**src/rtl/sgen_nco_pkg.sv**
```systemverilog
// Shared types and constants for the NCO sweep sequencer.
package sgen_nco_pkg;

    typedef enum logic [1:0] {
        IDLE     = 2'd0,
        RUN_UP   = 2'd1,
        RUN_DOWN = 2'd2
    } sweep_state_t;

    localparam logic [1:0] MODE_SINGLE = 2'b00;
    localparam logic [1:0] MODE_SAW    = 2'b01;
    localparam logic [1:0] MODE_TRI    = 2'b10;

endpackage

```
**src/rtl/sgen_nco_dwell_cnt.sv**
```systemverilog
// Loadable down-counter with a zero flag; times how long each FCW value is held.
module sgen_nco_dwell_cnt #(
    parameter int gp_dwell_width = 16
) (
    input  logic                      i_clk,
    input  logic                      i_rst_an,
    input  logic                      i_load,
    input  logic                      i_dec,
    input  logic [gp_dwell_width-1:0] i_load_val,
    output logic                      o_zero
);

    localparam logic [gp_dwell_width-1:0] ONE = gp_dwell_width'(1);

    logic [gp_dwell_width-1:0] cnt_reg;
    logic [gp_dwell_width-1:0] cnt_next;

    // Load has priority; decrement saturates at zero so an idle counter never wraps.
    always_comb begin
        cnt_next = cnt_reg;
        if (i_load) begin
            cnt_next = i_load_val;
        end else if (i_dec && (cnt_reg != '0)) begin
            cnt_next = cnt_reg - ONE;
        end
    end

    // Counter register with synchronous active-low reset.
    always_ff @(posedge i_clk) begin
        if (!i_rst_an) begin
            cnt_reg <= '0;
        end else begin
            cnt_reg <= cnt_next;
        end
    end

    assign o_zero = (cnt_reg == '0);

endmodule

```
**src/rtl/sgen_nco_sweep_ctrl.sv**
```systemverilog
// Sweep sequencer: generates FCW and enable for sgen_nco with single, sawtooth and
// triangle linear sweeps, each FCW value held for (dwell+1) cycles.
module sgen_nco_sweep_ctrl
    import sgen_nco_pkg::*;
#(
    parameter int gp_phase_accu_width = 16,
    parameter int gp_dwell_width      = 16
) (
    input  logic                           i_clk,
    input  logic                           i_rst_an,
    input  logic                           i_start,
    input  logic                           i_abort,
    input  logic [1:0]                     i_mode,
    input  logic [gp_phase_accu_width-1:0] i_fcw_start,
    input  logic [gp_phase_accu_width-1:0] i_fcw_stop,
    input  logic [gp_phase_accu_width-1:0] i_fcw_step,
    input  logic [gp_dwell_width-1:0]      i_dwell,
    output logic [gp_phase_accu_width-1:0] o_fcw,
    output logic                           o_ena,
    output logic                           o_busy,
    output logic                           o_done,
    output logic                           o_step_tick
);

    localparam int W  = gp_phase_accu_width;
    localparam int DW = gp_dwell_width;

    sweep_state_t  state_reg;
    logic [1:0]    mode_reg;
    logic [W-1:0]  start_reg;
    logic [W-1:0]  stop_reg;
    logic [W-1:0]  step_reg;
    logic [DW-1:0] dwell_reg;
    logic [W-1:0]  fcw_reg;
    logic          ena_reg;
    logic          busy_reg;
    logic          done_reg;
    logic          tick_reg;

    logic [W:0]    up_sum;
    logic [W:0]    dn_diff;
    logic          up_ok;
    logic          dn_ok;
    logic          running;
    logic          accept;
    logic          cnt_zero;
    logic          cnt_load;
    logic          cnt_dec;
    logic [DW-1:0] cnt_load_val;

    // Candidate next values one bit wider so carry/borrow is visible; a zero step
    // never counts as a valid step, which makes step=0 behave like a degenerate range.
    always_comb begin
        up_sum  = {1'b0, fcw_reg} + {1'b0, step_reg};
        dn_diff = {1'b0, fcw_reg} - {1'b0, step_reg};
        up_ok   = (step_reg != '0) && !up_sum[W]  && (up_sum[W-1:0]  <= stop_reg);
        dn_ok   = (step_reg != '0) && !dn_diff[W] && (dn_diff[W-1:0] >= start_reg);
    end

    // Dwell counter control: first load takes the live input, reloads use the latched copy.
    always_comb begin
        running      = (state_reg != IDLE);
        accept       = (state_reg == IDLE) && i_start && !i_abort;
        cnt_load     = accept || (running && cnt_zero && !i_abort);
        cnt_dec      = running && !cnt_zero;
        cnt_load_val = accept ? i_dwell : dwell_reg;
    end

    sgen_nco_dwell_cnt #(
        .gp_dwell_width (DW)
    ) u_dwell_cnt (
        .i_clk      (i_clk),
        .i_rst_an   (i_rst_an),
        .i_load     (cnt_load),
        .i_dec      (cnt_dec),
        .i_load_val (cnt_load_val),
        .o_zero     (cnt_zero)
    );

    // Sweep FSM with registered outputs; abort overrides everything except reset.
    always_ff @(posedge i_clk) begin
        if (!i_rst_an) begin
            state_reg <= IDLE;
            mode_reg  <= MODE_SINGLE;
            start_reg <= '0;
            stop_reg  <= '0;
            step_reg  <= '0;
            dwell_reg <= '0;
            fcw_reg   <= '0;
            ena_reg   <= 1'b0;
            busy_reg  <= 1'b0;
            done_reg  <= 1'b0;
            tick_reg  <= 1'b0;
        end else begin
            done_reg <= 1'b0;
            tick_reg <= 1'b0;
            if (i_abort) begin
                state_reg <= IDLE;
                fcw_reg   <= '0;
                ena_reg   <= 1'b0;
                busy_reg  <= 1'b0;
            end else begin
                case (state_reg)
                    IDLE: begin
                        if (i_start) begin
                            mode_reg  <= i_mode;
                            start_reg <= i_fcw_start;
                            stop_reg  <= i_fcw_stop;
                            step_reg  <= i_fcw_step;
                            dwell_reg <= i_dwell;
                            fcw_reg   <= i_fcw_start;
                            ena_reg   <= 1'b1;
                            busy_reg  <= 1'b1;
                            state_reg <= RUN_UP;
                        end
                    end
                    RUN_UP: begin
                        if (cnt_zero) begin
                            if (up_ok) begin
                                fcw_reg  <= up_sum[W-1:0];
                                tick_reg <= 1'b1;
                            end else begin
                                case (mode_reg)
                                    MODE_SAW: begin
                                        fcw_reg  <= start_reg;
                                        tick_reg <= 1'b1;
                                    end
                                    MODE_TRI: begin
                                        // Turn at the top; if the down step is also
                                        // impossible the range is degenerate, so hold.
                                        if (dn_ok) begin
                                            fcw_reg   <= dn_diff[W-1:0];
                                            tick_reg  <= 1'b1;
                                            state_reg <= RUN_DOWN;
                                        end
                                    end
                                    default: begin
                                        // Single sweep (mode 11 included) ends here.
                                        state_reg <= IDLE;
                                        fcw_reg   <= '0;
                                        ena_reg   <= 1'b0;
                                        busy_reg  <= 1'b0;
                                        done_reg  <= 1'b1;
                                    end
                                endcase
                            end
                        end
                    end
                    RUN_DOWN: begin
                        if (cnt_zero) begin
                            if (dn_ok) begin
                                fcw_reg  <= dn_diff[W-1:0];
                                tick_reg <= 1'b1;
                            end else begin
                                // Turn at the bottom and take the up step in the same
                                // cycle so the endpoint is held only one dwell.
                                state_reg <= RUN_UP;
                                if (up_ok) begin
                                    fcw_reg  <= up_sum[W-1:0];
                                    tick_reg <= 1'b1;
                                end
                            end
                        end
                    end
                    default: begin
                        state_reg <= IDLE;
                    end
                endcase
            end
        end
    end

    assign o_fcw       = fcw_reg;
    assign o_ena       = ena_reg;
    assign o_busy      = busy_reg;
    assign o_done      = done_reg;
    assign o_step_tick = tick_reg;

endmodule

```
**config.mk**
```make
export PLATFORM = sky130hd
export DESIGN_NAME = sgen_nco_sweep_ctrl
export DESIGN_NICKNAME = d
export VERILOG_FILES = /design/src/rtl/sgen_nco_pkg.sv /design/src/rtl/sgen_nco_dwell_cnt.sv /design/src/rtl/sgen_nco_sweep_ctrl.sv
export SDC_FILE = /design/constraint.sdc
export NUM_CORES = 1
export LEC_CHECK = 0
export BUFFER_PORTS_ARGS = -buffer_cell sky130_fd_sc_hd__buf_4
export CELL_PAD_IN_SITES_DETAIL_PLACEMENT = 1
export CELL_PAD_IN_SITES_GLOBAL_PLACEMENT = 2
export CORE_MARGIN = 3
export CORE_UTILIZATION = 35
export DETAILED_ROUTE_END_ITERATION = 8
export PLACE_DENSITY = 0.82
export SETUP_SLACK_MARGIN = 0.1
export SLEW_MARGIN = 0
export SYNTH_ARGS = -nofsm -noshare
export SYNTH_HDL_FRONTEND = slang
export SYNTH_SLANG_ARGS = --single-unit
```
**constraint.sdc**
```tcl
create_clock -name i_clk -period 9.6 [get_ports i_clk]
set_input_delay 1.44 -clock i_clk [delete_from_list [all_inputs] [get_ports i_clk]]
set_output_delay 1.44 -clock i_clk [all_outputs]
set_load 0.01 [all_outputs]
```
; Word level (Yosys, flattened, before mapping)
; Cells that the tools add are included.
[classes]
bitwise = 4
n_addsub = 3
mux = 34
reduce_logical = 30
order_cmp = 2
n_eq_ne = 14
[op_table]
columns = cell, count
row1 = $mux W16, 10
row2 = $pmux W16 S3, 1
row3 = $pmux W16 S2, 1
row4 = $reduce_bool A16 Y1, 2
row5 = $add A16 B16 Y17, 1
row6 = $sub A16 B16 Y17, 1
row7 = $ge A16 B16 Y1, 1
row8 = $le A16 B16 Y1, 1
row9 = $logic_not A16 Y1, 1
row10 = $sub A16 B1 Y16 const B, 1
row11 = $ne A2 B2 Y1 const B, 7
row12 = $mux W2, 6
row13 = $mux W1, 11
row14 = $logic_and A1 B1 Y1, 10
row15 = $reduce_and A7 Y1, 1
row16 = $ne A3 B3 Y1 const B, 2
row17 = $pmux W1 S2, 3
row18 = $pmux W2 S3, 1
row19 = $reduce_and A6 Y1, 1
row20 = $reduce_bool A2 Y1, 3
row21 = $reduce_and A5 Y1, 1
row22 = $reduce_or A5 Y1, 1
row23 = $eq A2 B1 Y1 const B, 2
row24 = $eq A2 B2 Y1 const B, 2
row25 = other kinds (9), 16
[word_totals]
ff_bits = 103
output_inout_bits = 20

; Logic depth before layout (Yosys ltp)
; Gate-level depths: netlist of run 1.
[depth]
ltp_word = 9
depth_mapped = 21
mapped_depth_nobuf = 19

; Cells and area by module
; Synthesis of run 1 repeated with hierarchy kept, for this count alone.
[hier_totals]
hier_cells = 969
hier_area_um2 = 7527.2
[modules_own_cells]
columns = module, cells_each, instances, area_each_um2
row1 = sgen_nco_sweep_ctrl, 855, 1, 6605.1
row2 = sgen_nco_dwell_cnt, 114, 1, 922.1

; Worst setup path before layout of run 1
; OpenSTA, ideal clock, no wires.
[synth_timing]
kind = flip-flop to flip-flop
start = reg step_reg[7]
end = reg fcw_reg[6], in the netlist o_fcw[6]
stages_incl_launch_ff = 21
setup_time_ns = 0.117
n_path_buf = 2
path_slack_ns = 5.106
arrival_time_ns = 4.376
period_less_slack_ns = 4.494
required_time_ns = 9.483
path_cell_list = dfxtp_1 inv_1 ha_1 buf_6 nor2b_2 or4_4 nor2_4 o21ai_2 a2111oi_2 nor3_1 or2_2 ha_1 nand4_1 or4_4 o221a_4 o211a_1 and2_4 buf_6 a22oi_2 o211ai_1 a32o_1
[synth_between]
elab_chain_len = 7
[synth_rtl]
columns = element, line_no
row1 = from (decl), sgen_nco_sweep_ctrl.sv:32  ; logic [W-1:0] step_reg;
row2 = from (signal assigned), sgen_nco_sweep_ctrl.sv:109  ; step_reg <= i_fcw_step;
row3 = branches (longest 7 deep; another with $sub A16 B16 Y17), --
row4 = to (signal assigned), sgen_nco_sweep_ctrl.sv:111  ; fcw_reg <= i_fcw_start;
row5 = to (signal assigned), sgen_nco_sweep_ctrl.sv:152  ; fcw_reg <= dn_diff[W-1:0];
row6 = to (signal assigned), sgen_nco_sweep_ctrl.sv:159  ; fcw_reg <= up_sum[W-1:0];
row7 = to (decl), sgen_nco_sweep_ctrl.sv:34  ; logic [W-1:0] fcw_reg;
; Parallel ways; which one is timed is not known. The select of a mux whose other input is x is not followed.
; A chain may end at the register's enable or synchronous reset.

; Worst setup path after layout of run 1
[layout_timing]
start = reg step_reg[7]
end = reg fcw_reg[2], in the netlist o_fcw[2]
; Same word-level chain as after synthesis.

==> metrics.cfg, run 1 <==
[placed_design]
dp_slack_ns = 4.18
place.port_buffers = 89
hpwl_mm = 18.8
gp_congestion = 0.885
placedCellCount = 1258

[die]
core_area_um2 = 21400
io_pins = 90
fp.dieH_um = 155
row_count = 53
die_x_um = 155
die_area_um2 = 24000
initial_core_util_pct = 36.2

[grt]
overflow = 0
grt_max_degree = 85
first_global_vias = 7222
grtUsageTotal_pct = 20.6
grt_antenna_before_repair = 0
grt_first_pass_wirelength_mm = 39.4

[synth]
async_reset_ff_share_pct = 0
synthTopCellsByArea = dfxtp_1, ha_1, nand2_1, a21boi_0, inv_1
yosysSeqAreaShare_pct = 26.6
yosysTopAreaCell = dfxtp_1
synth.cell_area_um2 = 7760
synth_cell_type_count = 94
syn-num-nets = 1089
yosysWarnings = 0
synth-seq-cells = 103
synth.top_cell.area_share_pct = 26.6
synth-edff-count = 0
synth_ff_type = dfxtp_1
syn_inst = 945
avgSynthCellArea_um2 = 8.22

[clock_tree]
cts_tree = yes
root_buffer = clkbuf_16
cts_resized = 0
cts_setup_buffers = 0
cts.path.max_buffers = 2
ctsHoldBuffers = 0
clk_latency_ns = 0.37
htree_levels = 3
clock-sinks = 103
clk_pin_slew_ns = 0.08
numCtsBuffers = 9

[final_layout]
fillCellCount = 2602
area.growth.synth_to_final_pct = 13.8
drive_above_1_share_pct = 16.7
fin_nets = 1138
layoutNonFillerInstCount = 1274
diodes = 0

[route]
drt-total-wl_mm = 24.4
drt_pass1_iterations = 5
drt-initial-drc-count = 279
num_vias = 6974
vias_per_cell = 5.47
wire_per_inst_um = 19.2
drc = 0
antenna_left = 0

[timing]
finalSetupViolations = 0
worstMarginPinSlew_ns = 1.02
drv_slew = 0
max_freq_mhz = 183
hold_violations = 0
rsz0062_at_grt = no
fin_skew_ns = 0.0156
max_slew_margin_pct = 32.0
post-route-min-period_ns = 5.48
fin_ws_ns = 4.12
setup_tns_ns = 0
post-route-period-util_pct = 57.1

[critical_path]
r2r_slack_ns = 4.12
start_kind = register
worst-r2r-cell-count = 18
regToRegEndpoint = o_fcw[2]$_SDFFE_PP0P_
critPathArrivalTime_ns = 5.74
end_kind = register
r2r_start = step_reg[7]$_SDFFE_PN0P_
cp.required_ns = 9.86
critPathKind = register to register
worst-path-max-fanout = 15

[worst_hold_path]
min_path_cells = 2
hp-class = register to register
worstHoldEndpoint = stop_reg[5]$_SDFFE_PN0P_
min-delay-start = stop_reg[5]$_SDFFE_PN0P_

[power]
power.density_nw_per_um2 = 173
p_leak_uw = 0.00349
peakVddDrop_mv = 0.0807

[run_status]
outcome = completed

[job]
maxCapViolations = 0

-- report_power, final --
group	internal, uW	switching (uW)	leakage (uW)
Sequential	457	33.3	0.000841
Combinational	255	366	0.00249
Clock	212	202	0.000158
-- per-layer routing --
layer	wire (um)	part of all wire, %	vias to the layer above	GRT usage, %
met4	587	2.4	0	6.10
met1	11300	46	3396	27.6
li1	-	-	3425	-
met5	0	0	-	0
met2	11600	47	122	34.3
met3	946	3.9	31	3.09
-- synthesized netlist by cell type, types with 10 or more instances --
| library cell | n |
|---|---|
| nand2b_1 | 11 |
| inv_1 | 79 |
| a22oi_1 | 17 |
| a21boi_0 | 55 |
| ha_1 | 72 |
| nand3_1 | 11 |
| o211ai_1 | 11 |
| a211oi_1 | 12 |
| nor2_1 | 45 |
| nor3_1 | 10 |
| clkbuf_1 | 29 |
| buf_2 | 10 |
| xnor2_1 | 22 |
| a32o_1 | 10 |
| mux2i_1 | 21 |
| nand2_1 | 148 |
| or2_2 | 12 |
| o21a_1 | 14 |
| dfxtp_1 | 103 |
| a21oi_1 | 43 |
| o21ai_0 | 24 |
| nor2b_1 | 21 |
| nor4_1 | 12 |
-- critical path: stages, from the launching register on --
cell,delay [ns]
dfxtp_1,0.46
inv_1,0.07
ha_1,0.57
nor2b_2,0.11
or4_4,0.44
nor2_4,0.15
o21ai_2,0.11
a2111oi_2,0.40
nor3_1,0.15
or2_2,0.35
ha_1,0.32
nand4_1,0.13
or4_4,0.45
nor3_1,0.41
o21ai_4,0.16
o21ai_4,0.45
nor2_1,0.11
a211o_1,0.28
a32o_1,0.24
-- logic make-up after synthesis --
kind of cell	Yosys count	synth area share [%]
adder cells (fa/ha/maj)	74	12.1
AO/OA/AOI/OAI	264	26.1
AND/OR/NAND/NOR	320	21.5
flip-flops	103	26.6
buffers and inverters	133	7.48
XOR/XNOR	24	2.71
multiplexers	27	3.63
-- per-stage QoR --
| stage | total power (uW) | hold slack, ns | instance area [um^2] | utilization, % |
|---|---|---|---|---|
| after floorplan | 958 | 0.443 | 7760 | - |
| after global placement | 1110 | 0.455 | 8520 | 39.8 |
| after detailed placement | 1120 | 0.460 | 8520 | 39.8 |
| after CTS | 1540 | 0.472 | 8840 | 41.3 |
| after global routing | 1630 | 0.499 | 8840 | 41.3 |
| final | 1530 | 0.467 | 8840 | 41.3 |
-- worst max path at each step --
stage	to	slack [ns]	start
final	o_fcw[2]$_SDFFE_PP0P_	4.12	step_reg[7]$_SDFFE_PN0P_
after global routing	o_fcw[2]$_SDFFE_PP0P_	3.80	step_reg[7]$_SDFFE_PN0P_
after CTS	o_fcw[2]$_SDFFE_PP0P_	4.16	step_reg[7]$_SDFFE_PN0P_
after detailed placement	o_fcw[2]$_SDFFE_PP0P_	4.18	step_reg[7]$_SDFFE_PN0P_
after global placement	o_fcw[2]$_SDFFE_PP0P_	4.22	step_reg[7]$_SDFFE_PN0P_
after floorplan	o_fcw[6]$_SDFFE_PP0P_	5.11	step_reg[7]$_SDFFE_PN0P_
-- cell type report --
cell class                      instances  area, um^2  share of cell area, %
Sequential cell                       103        2060                   23.3
Clock inverter                          7        95.1                   1.08
Timing Repair Buffer                   91         683                   7.73
Inverter                               80         300                   3.40
Multi-Input combinational cell        709        5130                   58.0
Tap cell                              275         344                   3.89
Clock buffer                            9         225                   2.55
-- cell usage in the layout, fill, tap and decap left out, types with 21 or more instances in the layout --
cell        n
nand2_1   148
dfxtp_1   103
buf_4      91
inv_1      79
ha_1       72
a21boi_0   55
nor2_1     44
a21oi_1    43
o21ai_0    24
xnor2_1    22
nor2b_1    21
mux2i_1    21
Note: power is estimated with default switching activity, not from simulation.
==> inputs of run 2 (changes only) <==
Settings changed: CORE_UTILIZATION 35 to 32, PLACE_DENSITY 0.82 to 0.79.
Clock period 9.6 ns to 4.99 ns, I/O delays scaled along.
==> run 2 against run 1 <==
  * Worst setup slack got worse by 3.9 ns
  * Clock power rose by 89%
  * Critical path type unchanged
  * Critical endpoint is now o_fcw[3]$_SDFFE_PP0P_
  * Wire length increased by 3.5%
  * Count of clock-buffer cells in the layout is 2 higher
  * Non-clock buffer count up 39
  * Via count increased by 1.3%
  * Critical path depth shrank 1
  * Flip-flop and latch count is the same
  * Worst hold slack better by 0.0019 ns
  * Largest power group unchanged
  * Register-to-register slack worse by 3.9 ns
  * First-iteration DRC count rose by 35%
==> metrics.cfg, run 2 (synthesis results as in run 1) <==
[placed_design]
gp_congestion = 0.888  ; +0.27%
placedCellCount = 1333  ; +6.0%
hpwl_mm = 19.4  ; +3.0%
placed_cell_area_um2 = 8810  ; +3.4%
place.port_buffers = 89  ; unchanged
dp_slack_ns = 0.0176  ; -4.16 ns

[worst_hold_path]
hp-class = register to register

[route]
wire_per_inst_um = 18.6  ; -2.9%
drt-total-wl_mm = 25.3  ; +3.5%
drt_pass1_iterations = 4  ; -1
num_vias = 7068  ; +1.3%
drt-initial-drc-count = 376  ; +35%
antenna_left = 0  ; unchanged
drc = 0  ; unchanged
vias_per_cell = 5.21  ; -4.9%

[grt]
grt_max_degree = 85  ; unchanged
grtUsageTotal_pct = 19.3  ; -1.3 points
grt_first_pass_wirelength_mm = 40.0  ; +1.6%
overflow = 0  ; unchanged
grt_antenna_before_repair = 0  ; unchanged
first_global_vias = 7211  ; -0.15%

[die]
die_area_um2 = 26200  ; +9.0%
initial_core_util_pct = 32.8  ; -3.5 points
die_x_um = 162  ; +4.4%
io_pins = 90  ; unchanged
row_count = 56  ; +5.7%
core_area_um2 = 23700  ; +11%
fp.dieH_um = 162  ; +4.4%

[timing]
rsz0062_at_grt = no
hold_violations = 0  ; unchanged
setup_tns_ns = 0  ; unchanged
fin_skew_ns = 0.00873  ; -0.00688 ns
max_freq_mhz = 211  ; +15%
post-route-min-period_ns = 4.75  ; -0.733 ns
fin_ws_ns = 0.245  ; -3.88 ns
worstMarginPinSlew_ns = 1.07  ; +0.0494 ns
drv_slew = 0  ; unchanged
max_slew_margin_pct = 28.9  ; -3.1 points
finalSetupViolations = 0  ; unchanged
post-route-period-util_pct = 95.1  ; +38 points

[clock_tree]
htree_levels = 3  ; unchanged
cts_tree = yes
clk_latency_ns = 0.36  ; about the same
cts.path.max_buffers = 2  ; unchanged
numCtsBuffers = 9  ; unchanged
ctsHoldBuffers = 0  ; unchanged
clock-sinks = 103  ; unchanged
root_buffer = clkbuf_16
clk_pin_slew_ns = 0.07  ; about the same

[final_layout]
diodes = 0  ; unchanged
drive_above_1_share_pct = 22.5  ; +5.8 points
final_common_cell = nand2_1
fin_util_pct = 39.6  ; -1.7 points
final_cell_mix = nand2_1, buf_4, dfxtp_1
fin_area_um2 = 9380  ; +6.1%
area.growth.synth_to_final_pct = 20.8
layoutNonFillerInstCount = 1357  ; +6.5%
fin_nets = 1177  ; +3.4%

[power]
power.density_nw_per_um2 = 324  ; +88%
peakVddDrop_mv = 0.210  ; +160%
p_leak_uw = 0.00372  ; +6.7%

[critical_path]
crit_slowest_cell = or4_4
end_kind = register
start_kind = register
crit_chain = ha_1, or4_4, nor2_4, o21ai_4, a2111oi_4, nor3_2, or2_4, ha_4, nand4_1, or4_4, o221a_4, o21ai_4, nor2_8, o311ai_4, nor2_2, buf_6, a32o_1
critPathArrivalTime_ns = 4.99  ; -0.75 ns
worst-path-max-fanout = 6  ; -9
critPathKind = register to register
cp.required_ns = 5.24  ; -4.62 ns
slowest_delay_ns = 0.54  ; -0.03 ns

[run_status]
outcome = completed

[job]
maxCapViolations = 0  ; unchanged

run 2: cell types whose count changed in the layout (fill, tap and decap cells not counted), moves of 4 or more:
cell	before	now
buf_4	91	128
dfxtp_1	103	97
dfxtp_2	0	5
ha_1	72	66
ha_2	0	4
run 2: stage by stage:
step           hold WS [ns]  power, uW
2_1_floorplan         0.443       1840
4_1_cts               0.472       3010
5_1_grt               0.493       3250
3_3_place_gp          0.456       2180
6_report              0.468       3040
3_5_place_dp          0.462       2200
run 2: cell type report:
cell class / instances / area, um^2
Fill cell: 2898 / 14300
Multi-Input combinational cell: 709 / 5290
Sequential cell: 103 / 2070
Timing Repair Buffer: 130 / 992
Tap cell: 319 / 399
Inverter: 80 / 300
Clock buffer: 11 / 253
Clock inverter: 5 / 70.1
run 2: timing repair:
| item | 4_1_cts | 5_1_grt |
|---|---|---|
| setup endpoints to repair | 16 | 20 |
| resized for setup | 5 | 34 |
| hold endpoints to repair | 0 | 0 |
| buffers inserted | 1 | 7 |
| pin swaps | 1 | 16 |
run 2: worst paths after layout:
kind,from,endpoint,slack [ns],depth (start not counted)
max,o_fcw[5]$_SDFFE_PP0P_,o_fcw[3]$_SDFFE_PP0P_,0.24,17
min,stop_reg[8]$_SDFFE_PN0P_,stop_reg[8]$_SDFFE_PN0P_,0.47,2
min reg2reg,stop_reg[8]$_SDFFE_PN0P_,stop_reg[8]$_SDFFE_PN0P_,0.47,2
max reg2reg,o_fcw[5]$_SDFFE_PP0P_,o_fcw[3]$_SDFFE_PP0P_,0.24,17
run 2: power by group:
part	total, uW	switching, uW	internal [uW]
clock	782	355	427
sequential	941	60.6	880
combinational	1320	751	568
run 2: per-layer routing:
layer / vias to the layer above / wire, um / global-route usage [%]
met5: - / 0 / 0
met4: 0 / 469 / 5.12
met3: 22 / 994 / 3.47
met2: 109 / 12500 / 33.7
met1: 3435 / 11300 / 24.4
li1: 3502 / - / -
run 2: critical path: cells and delay by family (launching register included):
family / cells / cell delay [ns]
simple gates: 8 / 1.89
compound gates: 6 / 1.65
fa+ha+maj: 2 / 0.55
flops: 1 / 0.38
buf+inv: 1 / 0.16
